--- config.mk ---
export PLATFORM = sky130hd
export DESIGN_NAME = execute_pipe
export DESIGN_NICKNAME = d
export VERILOG_FILES = /design/src/rtl/execute_pipe.sv
export SDC_FILE = /design/constraint.sdc
export NUM_CORES = 1
export LEC_CHECK = 0
export CAP_MARGIN = 5
export CORE_UTILIZATION = 40
export CTS_CLUSTER_DIAMETER = 60
export DETAILED_ROUTE_END_ITERATION = 10
export PLACE_DENSITY = 0.61
export SYNTH_ARGS = -nofsm -noshare
export SYNTH_HDL_FRONTEND = slang
export SYNTH_SLANG_ARGS = --single-unit
export TNS_END_PERCENT = 30
--- constraint.sdc ---
create_clock -name clk -period 3.3 [get_ports clk]
set_input_delay 0.495 -clock clk [delete_from_list [all_inputs] [get_ports clk]]
set_output_delay 0.495 -clock clk [all_outputs]
set_load 0.01 [all_outputs]
--- src/rtl/execute_pipe.sv ---
// execute_pipe
//   Registered execute stage between decode and memory. Single-cycle ALU ops
//   (add, logic, shifts, rotates, pass-B), branch/jump resolution producing the
//   next PC, and an iterative radix-2 shift-add multiply taking WIDTH+1 cycles.
//   Valid/ready handshakes on both sides; flush squashes in-flight work.
//
// Ports
//   clk, rst_n              clock (rising edge), async active-low reset
//   flush                   squash the running MUL and the held output
//   in_valid / in_ready     upstream handshake
//   op                      0 ADD,1 AND,2 OR,3 XOR,4 SLL,5 SRL,6 ROL,7 ROR,8 MUL, else PASSB
//   in_a, in_b              operands; inv_a/inv_b select their complements
//   cin                     carry-in for ADD
//   brch_sig                0 none,1 BEQZ,2 BNEZ,3 BLTZ,4 BGEZ,5 JMP,6 JR,7 none
//   inc_pc, imm             PC+2 of this op and its sign-extended displacement
//   out_valid / out_ready   downstream handshake
//   alu_result, new_pc, taken  registered results
module execute_pipe #(
    parameter int WIDTH   = 16,
    parameter int SHAMT_W = 4
) (
    input  logic             clk,
    input  logic             rst_n,
    input  logic             flush,
    input  logic             in_valid,
    output logic             in_ready,
    input  logic [3:0]       op,
    input  logic [WIDTH-1:0] in_a,
    input  logic [WIDTH-1:0] in_b,
    input  logic             inv_a,
    input  logic             inv_b,
    input  logic             cin,
    input  logic [2:0]       brch_sig,
    input  logic [WIDTH-1:0] inc_pc,
    input  logic [WIDTH-1:0] imm,
    output logic             out_valid,
    input  logic             out_ready,
    output logic [WIDTH-1:0] alu_result,
    output logic [WIDTH-1:0] new_pc,
    output logic             taken
);

    localparam int CNT_W = SHAMT_W + 1;
    localparam logic [CNT_W-1:0] CNT_DONE = CNT_W'(WIDTH);
    localparam logic [3:0] OP_MUL = 4'd8;

    typedef enum logic {
        IDLE,
        MUL_BUSY
    } state_t;

    state_t state, state_next;

    logic [WIDTH-1:0]   opa, opb;
    logic [WIDTH-1:0]   alu_out;
    logic [SHAMT_W-1:0] sh;
    logic [2*WIDTH-1:0] rot_l, rot_r;
    logic [WIDTH:0]     br_now, br_mul;

    logic accept, accept_mul, accept_alu, mul_done;

    // Multiplier working registers plus the branch context of the MUL op,
    // which is only resolved once the product is known (JR uses it).
    logic [WIDTH-1:0] mcand, mplier, acc;
    logic [CNT_W-1:0] cnt;
    logic [WIDTH-1:0] m_a, m_pc, m_imm;
    logic [2:0]       m_brch;

    // Returns {taken, next_pc}. Conditions look at the raw A operand, not A'.
    function automatic logic [WIDTH:0] resolve_branch(
        input logic [2:0]       brch,
        input logic [WIDTH-1:0] a,
        input logic [WIDTH-1:0] pc,
        input logic [WIDTH-1:0] disp,
        input logic [WIDTH-1:0] res
    );
        logic             t;
        logic [WIDTH-1:0] target;
        target = pc + disp;
        case (brch)
            3'd1:    t = (a == '0);
            3'd2:    t = (a != '0);
            3'd3:    t = a[WIDTH-1];
            3'd4:    t = ~a[WIDTH-1];
            3'd5:    t = 1'b1;
            3'd6:    t = 1'b1;
            default: t = 1'b0;
        endcase
        if (brch == 3'd6) begin
            return {1'b1, res};
        end
        return {t, t ? target : pc};
    endfunction

    assign opa = inv_a ? ~in_a : in_a;
    assign opb = inv_b ? ~in_b : in_b;

    // Single-cycle ALU. Rotates come from shifting a doubled copy of A'.
    always_comb begin
        sh    = opb[SHAMT_W-1:0];
        rot_l = {opa, opa} << sh;
        rot_r = {opa, opa} >> sh;
        case (op)
            4'd0:    alu_out = opa + opb + {{(WIDTH-1){1'b0}}, cin};
            4'd1:    alu_out = opa & opb;
            4'd2:    alu_out = opa | opb;
            4'd3:    alu_out = opa ^ opb;
            4'd4:    alu_out = opa << sh;
            4'd5:    alu_out = opa >> sh;
            4'd6:    alu_out = rot_l[2*WIDTH-1:WIDTH];
            4'd7:    alu_out = rot_r[WIDTH-1:0];
            default: alu_out = opb;
        endcase
    end

    assign br_now = resolve_branch(brch_sig, in_a, inc_pc, imm, alu_out);
    assign br_mul = resolve_branch(m_brch, m_a, m_pc, m_imm, acc);

    // FSM state register.
    always_ff @(posedge clk or negedge rst_n) begin
        if (!rst_n) begin
            state <= IDLE;
        end else begin
            state <= state_next;
        end
    end

    // FSM next state: flush aborts a running multiply.
    always_comb begin
        state_next = state;
        case (state)
            IDLE:     if (accept_mul) state_next = MUL_BUSY;
            MUL_BUSY: if (flush || mul_done) state_next = IDLE;
            default:  state_next = IDLE;
        endcase
    end

    // FSM outputs. A MUL only starts when the output register is free or being
    // drained this cycle, so its completion can never overwrite a live result.
    always_comb begin
        in_ready   = (state == IDLE) && !flush && (!out_valid || out_ready);
        accept     = in_valid && in_ready;
        accept_mul = accept && (op == OP_MUL);
        accept_alu = accept && (op != OP_MUL);
        mul_done   = (state == MUL_BUSY) && (cnt == CNT_DONE);
    end

    // Shift-add multiplier: WIDTH steps, then one more cycle to publish.
    always_ff @(posedge clk or negedge rst_n) begin
        if (!rst_n) begin
            mcand  <= '0;
            mplier <= '0;
            acc    <= '0;
            cnt    <= '0;
            m_a    <= '0;
            m_pc   <= '0;
            m_imm  <= '0;
            m_brch <= '0;
        end else if (flush) begin
            cnt <= '0;
        end else if (accept_mul) begin
            mcand  <= opa;
            mplier <= opb;
            acc    <= '0;
            cnt    <= '0;
            m_a    <= in_a;
            m_pc   <= inc_pc;
            m_imm  <= imm;
            m_brch <= brch_sig;
        end else if (state == MUL_BUSY && !mul_done) begin
            acc    <= acc + (mplier[0] ? mcand : '0);
            mcand  <= mcand << 1;
            mplier <= mplier >> 1;
            cnt    <= cnt + 1'b1;
        end
    end

    // Output register: flush wins over everything, a fresh result wins over a
    // consume, and otherwise the output holds until it is taken.
    always_ff @(posedge clk or negedge rst_n) begin
        if (!rst_n) begin
            out_valid  <= 1'b0;
            alu_result <= '0;
            new_pc     <= '0;
            taken      <= 1'b0;
        end else if (flush) begin
            out_valid <= 1'b0;
        end else if (accept_alu) begin
            out_valid  <= 1'b1;
            alu_result <= alu_out;
            new_pc     <= br_now[WIDTH-1:0];
            taken      <= br_now[WIDTH];
        end else if (mul_done) begin
            out_valid  <= 1'b1;
            alu_result <= acc;
            new_pc     <= br_mul[WIDTH-1:0];
            taken      <= br_mul[WIDTH];
        end else if (out_ready) begin
            out_valid <= 1'b0;
        end
    end

endmodule

---- Word level (Yosys, flattened, before mapping) ----
Cells that the tools add are included.
operators by class
  add/subtract/negate cells ............... 6
  equal/unequal tests ..................... 22
  shift operators ......................... 4
  multiplexer cells ....................... 36
  bitwise gates (word level) .............. 9
  reduce and logical (&&, ||, !) cells .... 26
operators by type and width
  cell                  number
  $mux W16              15
  $pmux W16 S8          1
  $mux W17              4
  $add A16 B16 Y16      4
  $logic_not A16 Y1     2
  $not A16 Y16          2
  $reduce_bool A16 Y1   2
  $shl A32 B4 Y32       1
  $shr A32 B4 Y16       1
  $eq A3 B3 Y1 const B  6
  $add A16 B1 Y16       1
  $and A16 B16 Y16      1
  $eq A4 B3 Y1 const B  4
  $or A16 B16 Y16       1
  $shl A16 B4 Y16       1
  $shr A16 B4 Y16       1
  $xor A16 B16 Y16      1
  $mux W5               3
  $eq A3 B2 Y1 const B  4
  $mux W1               10
  $pmux W1 S5           2
  $eq A4 B2 Y1 const B  2
  $logic_and A1 B1 Y1   7
  $eq A3 B1 Y1 const B  2
  other kinds (15)      25
word-level totals
  flip-flop bits (word level) ............. 139
  input port bits ......................... 79
  output and inout port bits .............. 35

---- Depth between registers and ports, before layout ----
Gate-level depths: netlist of the first run.
  depth in word-level cells ............... 8
  depth in mapped cells ................... 17

---- Worst setup path before layout of the first run ----
OpenSTA, ideal clock, no wires.
  path type ............................... input-to-reg
  start point ............................. in inv_a
  end point ............................... reg new_pc[15]
  library setup time ...................... 90 ps
  arrival time ............................ 4,254 ps
  setup slack ............................. -1,045 ps
  cell stages on the path ................. 17
  path buffers ............................ 5
  cell sequence ........................... buf_2 buf_4 buf_2 buf_2 buf_1 xnor2_1 inv_1 ha_1 or2_2 a311oi_1 o21ai_0 a211oi_1 a21oi_1 a21oi_1 mux2i_1 a31oi_1 o2111ai_1
between the ends
  cells in the longest elaborated chain, start to end .. 7
  elaborated cells on any way between the ends .. 14
  those cells by class .................... add/sub: 2; shift: 4; mux: 5; bitwise: 3
ends and longest elaborated chain
  what                  RTL line  RTL
  start, declared       30        input logic inv_a,
  $mux W16 *            95        assign opa = inv_a ? ~in_a : in_a;
  $add A16 B16 Y16      104       4'd0: alu_out = opa + opb + {{(WIDTH-1){1'b0}}, cin};
  $add A16 B1 Y16       104
  $pmux W16 S8 *        103       case (op)
  $mux W17 *            89        if (brch == 3'd6) begin
  $mux W17 *            92        return {t, t ? target : pc};
  $mux W16 *            188       end else if (accept_alu) begin
  end signal, assigned  191       new_pc <= br_now[WIDTH-1:0];
  end signal, assigned  196       new_pc <= br_mul[WIDTH-1:0];
  end, declared         39        output logic [WIDTH-1:0] new_pc,
Mark *: on every way between the ends. The rest lies on a longest branch, timed or not. The select of a mux whose other input is x is not followed.
A chain may end at the register's enable or synchronous reset.

---- Worst setup path in the final report of the first run ----
  start point ............................. in in_a[13]
  end point ............................... reg alu_result[13]
between the ends
  cells in the longest elaborated chain, start to end .. 6
  elaborated cells on any way between the ends .. 13
  those cells by class .................... add/sub: 2; shift: 4; mux: 3; bitwise: 4
ends and longest elaborated chain
  what                  RTL line  RTL
  start, declared       28        input logic [WIDTH-1:0] in_a,
  $not A16 Y16          95
  $mux W16 *            95
  $add A16 B16 Y16      104
  $add A16 B1 Y16       104
  $pmux W16 S8 *        103
  $mux W16 *            188
  end signal, assigned  190       alu_result <= alu_out;
  end, declared         38        output logic [WIDTH-1:0] alu_result,
Mark *: on every way between the ends. The rest lies on a longest branch, timed or not.

==> impl_results.md, run 1 <==
* Status: finished, final reports clean
* Final worst slack at 0.0842 ns
* Max-Cap Viols at 0
* Gpl congestion at 0.936
* Clock net sink count at 139
* FFs w/ async S/R, synth at 1.00
* Vias in the first global route at 12,400
* Synth Area in XOR/XNOR at 0.0794
* Initial antenna violation count at 0
* Synthesized Nets at 1,665
* Post-Place Cells at 2,160
* Clock tree buffer depth at 2
* Proportion of layout cells with a drive suffix above 1 at 0.203
* Number of synthesized flops with an enable pin at 0
* Worst-Skew Late Latency at 0.43 ns
* Unrepaired setup endpoints after global routing: true
* Initial DRC count at 1,148
* Reg area at 3480 um^2
* Worst reg2reg path endpoint: acc[14]$_DFFE_PN0P_
* Netlist cell types at 78
* CP endpoint kind: flop
* Simple logic cell fraction of the synthesized area at 0.197
* Root Driver: clkbuf_16
* Clock transition at path regs at 0.07 ns
* Detail Route Antenna Nets at 0
* Die W at 177 um
* Final Skew at 0.0120 ns
* Largest net degree at the start of global routing at 60
* WHS at 0.0223 ns
* Worst min-delay path class: in2async
* Register area share after synthesis at 0.282
* CTS H-Tree Depth at 4
* Tot GR Track Use at 0.304
* GR Overflow Total at 0
* Final Hold Fails at 0
* Flops & latches, synth at 139
* Critical path data required time at 3.62 ns
* Slew @ Worst Pin at 1.09 ns
* Post-layout min period at 3.22 ns
* DRC violations left at 0
* Worst slew margin at 0.270
* PortBufs at 113
* Crit Path Max Fanout at 5
* Final period util at 0.974
* CTS tree: done
* Flop2flop setup slack at 0.28 ns
* Dominant synthesized flop cell: dfrtp_1
* Setup crit start kind: input pin
* Post-DP Area at 15,600 um^2
* Global-route wire length before repair at 72.3 mm
* Rows at 63
* Yosys warns at 0
* Io pins at 114
* Setup-failing EPs final at 0
* Drt wl/cell at 21.4 um
* Via count at 12,700
* FMAX at 311 MHz
* Slew Limit Fails at 0
* Layout Cells excl Fill at 2,195
* Synth Cell Area at 12,300 um^2
* Main combinational cell family by area after synthesis: compound AO/OA/AOI/OAI gates
* Initial Util at 0.411
* Die Footprint at 31,500 um^2
* Final nets at 1,955
* Adder-Cell Fraction of Synth Area at 0.0878
* Footprint of the multi-input gates at 8410 um^2
* Placeable core region at 30,000 um^2
* Fin util at 0.547
* Crit path arrival time at 3.53 ns
* Tot Pwr at 7.65 mW
* Worst r2r path cells at 13
* Pwr dens at 467 nW/um^2
* Mux share of post-synthesis cell area at 0.0736
* Kind of critical path: in2reg
* Drt via density at 5.78
* DP Worst Slack at -0.678 ns
* Compound-Gate Fraction of Synth Area at 0.227
* Final instance area at 16,400 um^2
* N_diodes at 0
* Fill count at 2,798
* Total Wirelength at 47.0 mm
* Leak pwr at 7.54 nW
* DP HPWL at 37.1 mm
* Synth Instances at 1,502
* Launching point of the worst reg2reg path: mcand[0]$_DFFE_PN0P_
* Setup TNS at 0 ns
* Drt first pass iters at 5
* Total CTS buffers at 17
* Syn Area/Cell at 8.20 um^2
* Die height at 177 um
* P&R area growth vs syn at 33.0%
* Peak supply drop at 0.392 mV
-- sequential cells by signal, indices dropped and copies added, names as in the netlist --
register,cells
m_a,16
m_imm,16
mplier,16
m_brch,3
acc,16
state,1
new_pc,16
mcand,16
m_pc,16
out_valid,1
alu_result,16
taken,1
cnt,5
-- power breakdown --
group | switching [mW] | internal [mW] | total [mW] | leakage (nW)
Sequential | 0.331 | 2.06 | 2.39 | 1.80
Clock | 0.813 | 1.22 | 2.03 | 0.302
Combinational | 1.67 | 1.56 | 3.23 | 5.44
Total | 2.81 | 4.83 | 7.65 | 7.54
-- worst max-delay path, stage by stage --
cell             delay [ns]
clkdlybuf4s50_1        0.47
nor2b_1                0.17
nor2_1                 0.19
buf_4                  0.18
inv_1                  0.04
ha_1                   0.34
nand2_1                0.08
o21ai_0                0.22
a2111o_1               0.45
a311oi_1               0.33
buf_4                  0.18
o22ai_1                0.09
a221o_1                0.30
-- routing by layer --
layer	share of wire	routed length, um	up-vias	track usage
li1	-	-	6017	-
met1	0.44	20800	6134	0.409
met2	0.47	22300	453	0.501
met3	0.054	2530	76	0.0364
met4	0.032	1490	0	0.111
met5	0	0	-	0
-- area by class of cell --
class / instances / area share
clock buffers: 19 / 0.0270
clock inverters: 13 / 0.0102
multi-input cells: 1201 / 0.513
inverters: 65 / 0.0156
well taps: 390 / 0.0298
repair buffers: 368 / 0.192
flip-flops and latches: 139 / 0.212
-- cells in the mapped netlist, types with 13 or more instances --
library cell | count | area (um^2)
a211oi_1 | 18 | 135
a21o_1 | 13 | 97.6
a21oi_1 | 84 | 420
a221o_1 | 36 | 360
a221oi_1 | 20 | 175
a22o_1 | 14 | 123
a31oi_1 | 14 | 87.6
and2_1 | 19 | 119
clkbuf_1 | 76 | 285
dfrtp_1 | 139 | 3480
ha_1 | 80 | 1000
inv_1 | 62 | 233
mux2i_1 | 34 | 340
mux4_2 | 23 | 518
nand2_1 | 245 | 920
nand2b_1 | 13 | 81.3
nand3_1 | 41 | 205
nor2_1 | 133 | 499
nor2b_1 | 16 | 100
nor3_1 | 31 | 155
nor4_1 | 14 | 87.6
o211ai_1 | 16 | 120
o21ai_0 | 72 | 360
o22ai_1 | 16 | 100
xnor2_1 | 68 | 596
xor2_1 | 35 | 307
-- worst max path at each step --
stage,from,endpoint,slack [ns],depth (start not counted)
after floorplan,inv_b,new_pc[15]$_DFFE_PN0P_,0.003,15
after global placement,inv_b,new_pc[4]$_DFFE_PN0P_,-0.70,14
after detailed placement,inv_b,alu_result[5]$_DFFE_PN0P_,-0.68,16
after CTS,inv_b,alu_result[13]$_DFFE_PN0P_,-0.07,13
after global routing,in_a[2],new_pc[15]$_DFFE_PN0P_,-0.03,13
final,in_a[13],alu_result[13]$_DFFE_PN0P_,0.08,13
-- logic make-up (layout without fill, tap and decap cells) --
family / after synthesis / in the layout
and+or+nand+nor: 550 / 550
AOI/OAI and AO/OA: 400 / 400
buffers and inverters: 162 / 465
DFF: 139 / 139
xor gates and xnor gates: 107 / 107
adders and majority gates: 84 / 84
muxes: 60 / 60
-- what timing repair did --
action,4_1_cts,5_1_grt
resized for setup,9,15
setup endpoints to repair,12,27
hold buffers,0,0
setup buffers,1,2
pin swaps,1,9
-- cells in the final DEF, fill, tap and decap left out, drive strengths merged, types with 41 or more instances in the layout --
cell	instances
nand2	245
nor2	133
clkdlybuf4s50	109
nand3	41
buf	257
a21oi	84
o21ai	82
dfrtp	139
xnor2	68
inv	66
ha	80
Note: power is estimated with default switching activity, not from simulation.
==> run 2: changes to the inputs <==
- SETUP_SLACK_MARGIN: unset -> 0.2
==> impl_results.md, run 2 (same netlist as run 1, synthesis figures left out) <==
* Clock power share at 0.254
* Setup crit start kind: input pin
* CTS tree: done
* Root Driver: clkbuf_16
* Io pins at 114
* Largest net degree at the start of global routing at 61
* CP endpoint kind: flop
* Proportion of layout cells with a drive suffix above 1 at 0.210
* Post-layout min period at 3.12 ns
* N_diodes at 0
* PortBufs at 113
* Crit path largest cell delay at 0.47 ns
* Worst-Skew Late Latency at 0.43 ns
* Commonest non-fill, non-tap cells in the layout: nand2_1, buf_4, dfrtp_1
* Critical path data required time at 3.61 ns
* Max-Cap Viols at 0
* Slew @ Worst Pin at 1.15 ns
* Sequential share of power at 0.316
* Drt via density at 5.83
* Global-route wire length before repair at 71.4 mm
* Die height at 177 um
* P&R area growth vs syn at 33.1%
* Internal power at 4.71 mW
* Via count at 12,800
* FMAX at 321 MHz
* Slowest-stage cell, CP: clkdlybuf4s50_1
* Die Footprint at 31,500 um^2
* Slew Limit Fails at 0
* Detail Route Antenna Nets at 0
* Final Skew at 0.0112 ns
* Gpl congestion at 0.959
* Clock tree buffer depth at 2
* DRC violations left at 0
* Unrepaired setup endpoints after global routing: true
* Tot GR Track Use at 0.301
* Peak supply drop at 0.356 mV
* Pwr dens at 461 nW/um^2
* Clock transition at path regs at 0.07 ns
* Worst reg2reg path endpoint: acc[14]$_DFFE_PN0P_
* Crit path arrival time at 3.43 ns
* Kind of critical path: in2reg
* DP HPWL at 36.2 mm
* Final Hold Fails at 10
* Total CTS buffers at 17
* Die W at 177 um
* Sw frac at 0.376
* Drt first pass iters at 6
* Initial antenna violation count at 0
* Final nets at 1,950
* Comb power frac at 0.429
* Vias in the first global route at 12,400
* Worst slew margin at 0.234
* Total Wirelength at 46.7 mm
* Switch Pwr at 2.84 mW
* Launching point of the worst reg2reg path: mcand[0]$_DFFE_PN0P_
* Placeable core region at 30,000 um^2
* CP Cell Sequence: clkdlybuf4s50_1 > ha_1 > inv_1 > fa_2 > nor2b_1 > o31a_1 > o211ai_1 > nand2_1 > and4_4 > o41ai_4 > xnor2_1 > a221oi_1 > buf_4 > a211oi_2
* Worst r2r path cells at 13
* Crit Path Max Fanout at 2
* Initial DRC count at 1,085
* Setup-failing EPs final at 0
* GR Overflow Total at 0
* Commonest non-fill, non-tap cell in the layout: nand2_1
* CTS H-Tree Depth at 4
* WHS at -0.0178 ns
* Status: complete, but fails checks
* Failing checks: negative hold slack
* Worst min-delay path class: in2async
* Initial Util at 0.411
* Rows at 63
* Final period util at 0.945
* Leak pwr at 7.55 nW
* Fin util at 0.547
* Drt wl/cell at 21.3 um
* Flop2flop setup slack at 0.38 ns
* Setup TNS at 0 ns
* Clock net sink count at 139
-- run 2: cell count changes in the layout (fill, tap and decap cells not counted), sizes merged --
cell | before | now
dlygate4sd2 | 0 | 2
clkdlybuf4s50 | 109 | 103
buf | 257 | 252
clkinvlp | 0 | 2
dlymetal6s2s | 2 | 4
clkbuf | 19 | 21
bufinv | 3 | 1
-- run 2: metal layers --
| layer | track usage | routed length, um | vias up |
|---|---|---|---|
| li1 | - | - | 6007 |
| met1 | 0.397 | 20200 | 6162 |
| met2 | 0.482 | 21600 | 495 |
| met3 | 0.0508 | 2990 | 95 |
| met4 | 0.132 | 1960 | 0 |
| met5 | 0 | 0 | - |
-- run 2: worst max-delay path, delay by kind of cell --
kind | cells | cell delay (ns)
AND/OR/NAND/NOR | 3 | 0.41
buffers and inverters | 3 | 0.72
AO/OA/AOI/OAI | 5 | 1.23
adder cells (fa/ha/maj) | 2 | 0.45
XOR/XNOR | 1 | 0.11
-- run 2: layout make-up --
cell class,instances,area [um^2]
Sequential cell,139,3480
Fill cell,2844,13600
Inverter,65,253
Multi-Input combinational cell,1201,8500
Clock buffer,19,453
Tap cell,390,488
Timing Repair Buffer,363,3100
Clock inverter,13,118
-- run 2: repair_timing --
| action | in CTS | in global routing |
|---|---|---|
| setup buffers | 3 | 5 |
| hold buffers | 0 | 0 |
| resized for setup | 16 | 39 |
| endpoints found under the hold margin | 0 | 0 |
| pin swaps | 8 | 25 |
| setup endpoints to repair | 33 | 31 |
-- run 2: worst max-delay path by stage --
| stage | slack [ns] | cells past startpoint | endpoint | startpoint |
|---|---|---|---|---|
| floorplan | 0.01 | 17 | new_pc[15]$_DFFE_PN0P_ | inv_a |
| global placement | -0.67 | 13 | new_pc[4]$_DFFE_PN0P_ | inv_b |
| detailed placement | -0.69 | 13 | new_pc[4]$_DFFE_PN0P_ | inv_b |
| CTS | 0.20 | 16 | new_pc[10]$_DFFE_PN0P_ | inv_b |
| global route | 0.06 | 14 | alu_result[14]$_DFFE_PN0P_ | in_a[13] |
| finish | 0.18 | 14 | new_pc[14]$_DFFE_PN0P_ | inc_pc[0] |
-- run 2: per-stage QoR --
| step | power, mW | setup WS [ns] | hold WS, ns | std cells | area [um^2] |
|---|---|---|---|---|---|
| floorplan | 4.11 | 0.0119 | 0.199 | 1502 | 12500 |
| global placement | 5.49 | -0.673 | 0.460 | 2150 | 15500 |
| detailed placement | 5.52 | -0.693 | 0.465 | 2150 | 15500 |
| CTS | 7.46 | 0.203 | 0.00144 | 2185 | 16200 |
| global route | 7.96 | 0.0593 | 0.0145 | 2190 | 16400 |
| finish | 7.55 | 0.181 | -0.0178 | 2190 | 16400 |
-- run 2: power groups by stage --
stage / logic [mW] / clock network, mW / registers (mW)
2_1_floorplan: 1.79 / 0 / 2.32
3_3_place_gp: 3.09 / 0 / 2.40
3_5_place_dp: 3.12 / 0 / 2.40
4_1_cts: 3.15 / 1.93 / 2.38
5_1_grt: 3.53 / 2.01 / 2.42
6_report: 3.24 / 1.92 / 2.39
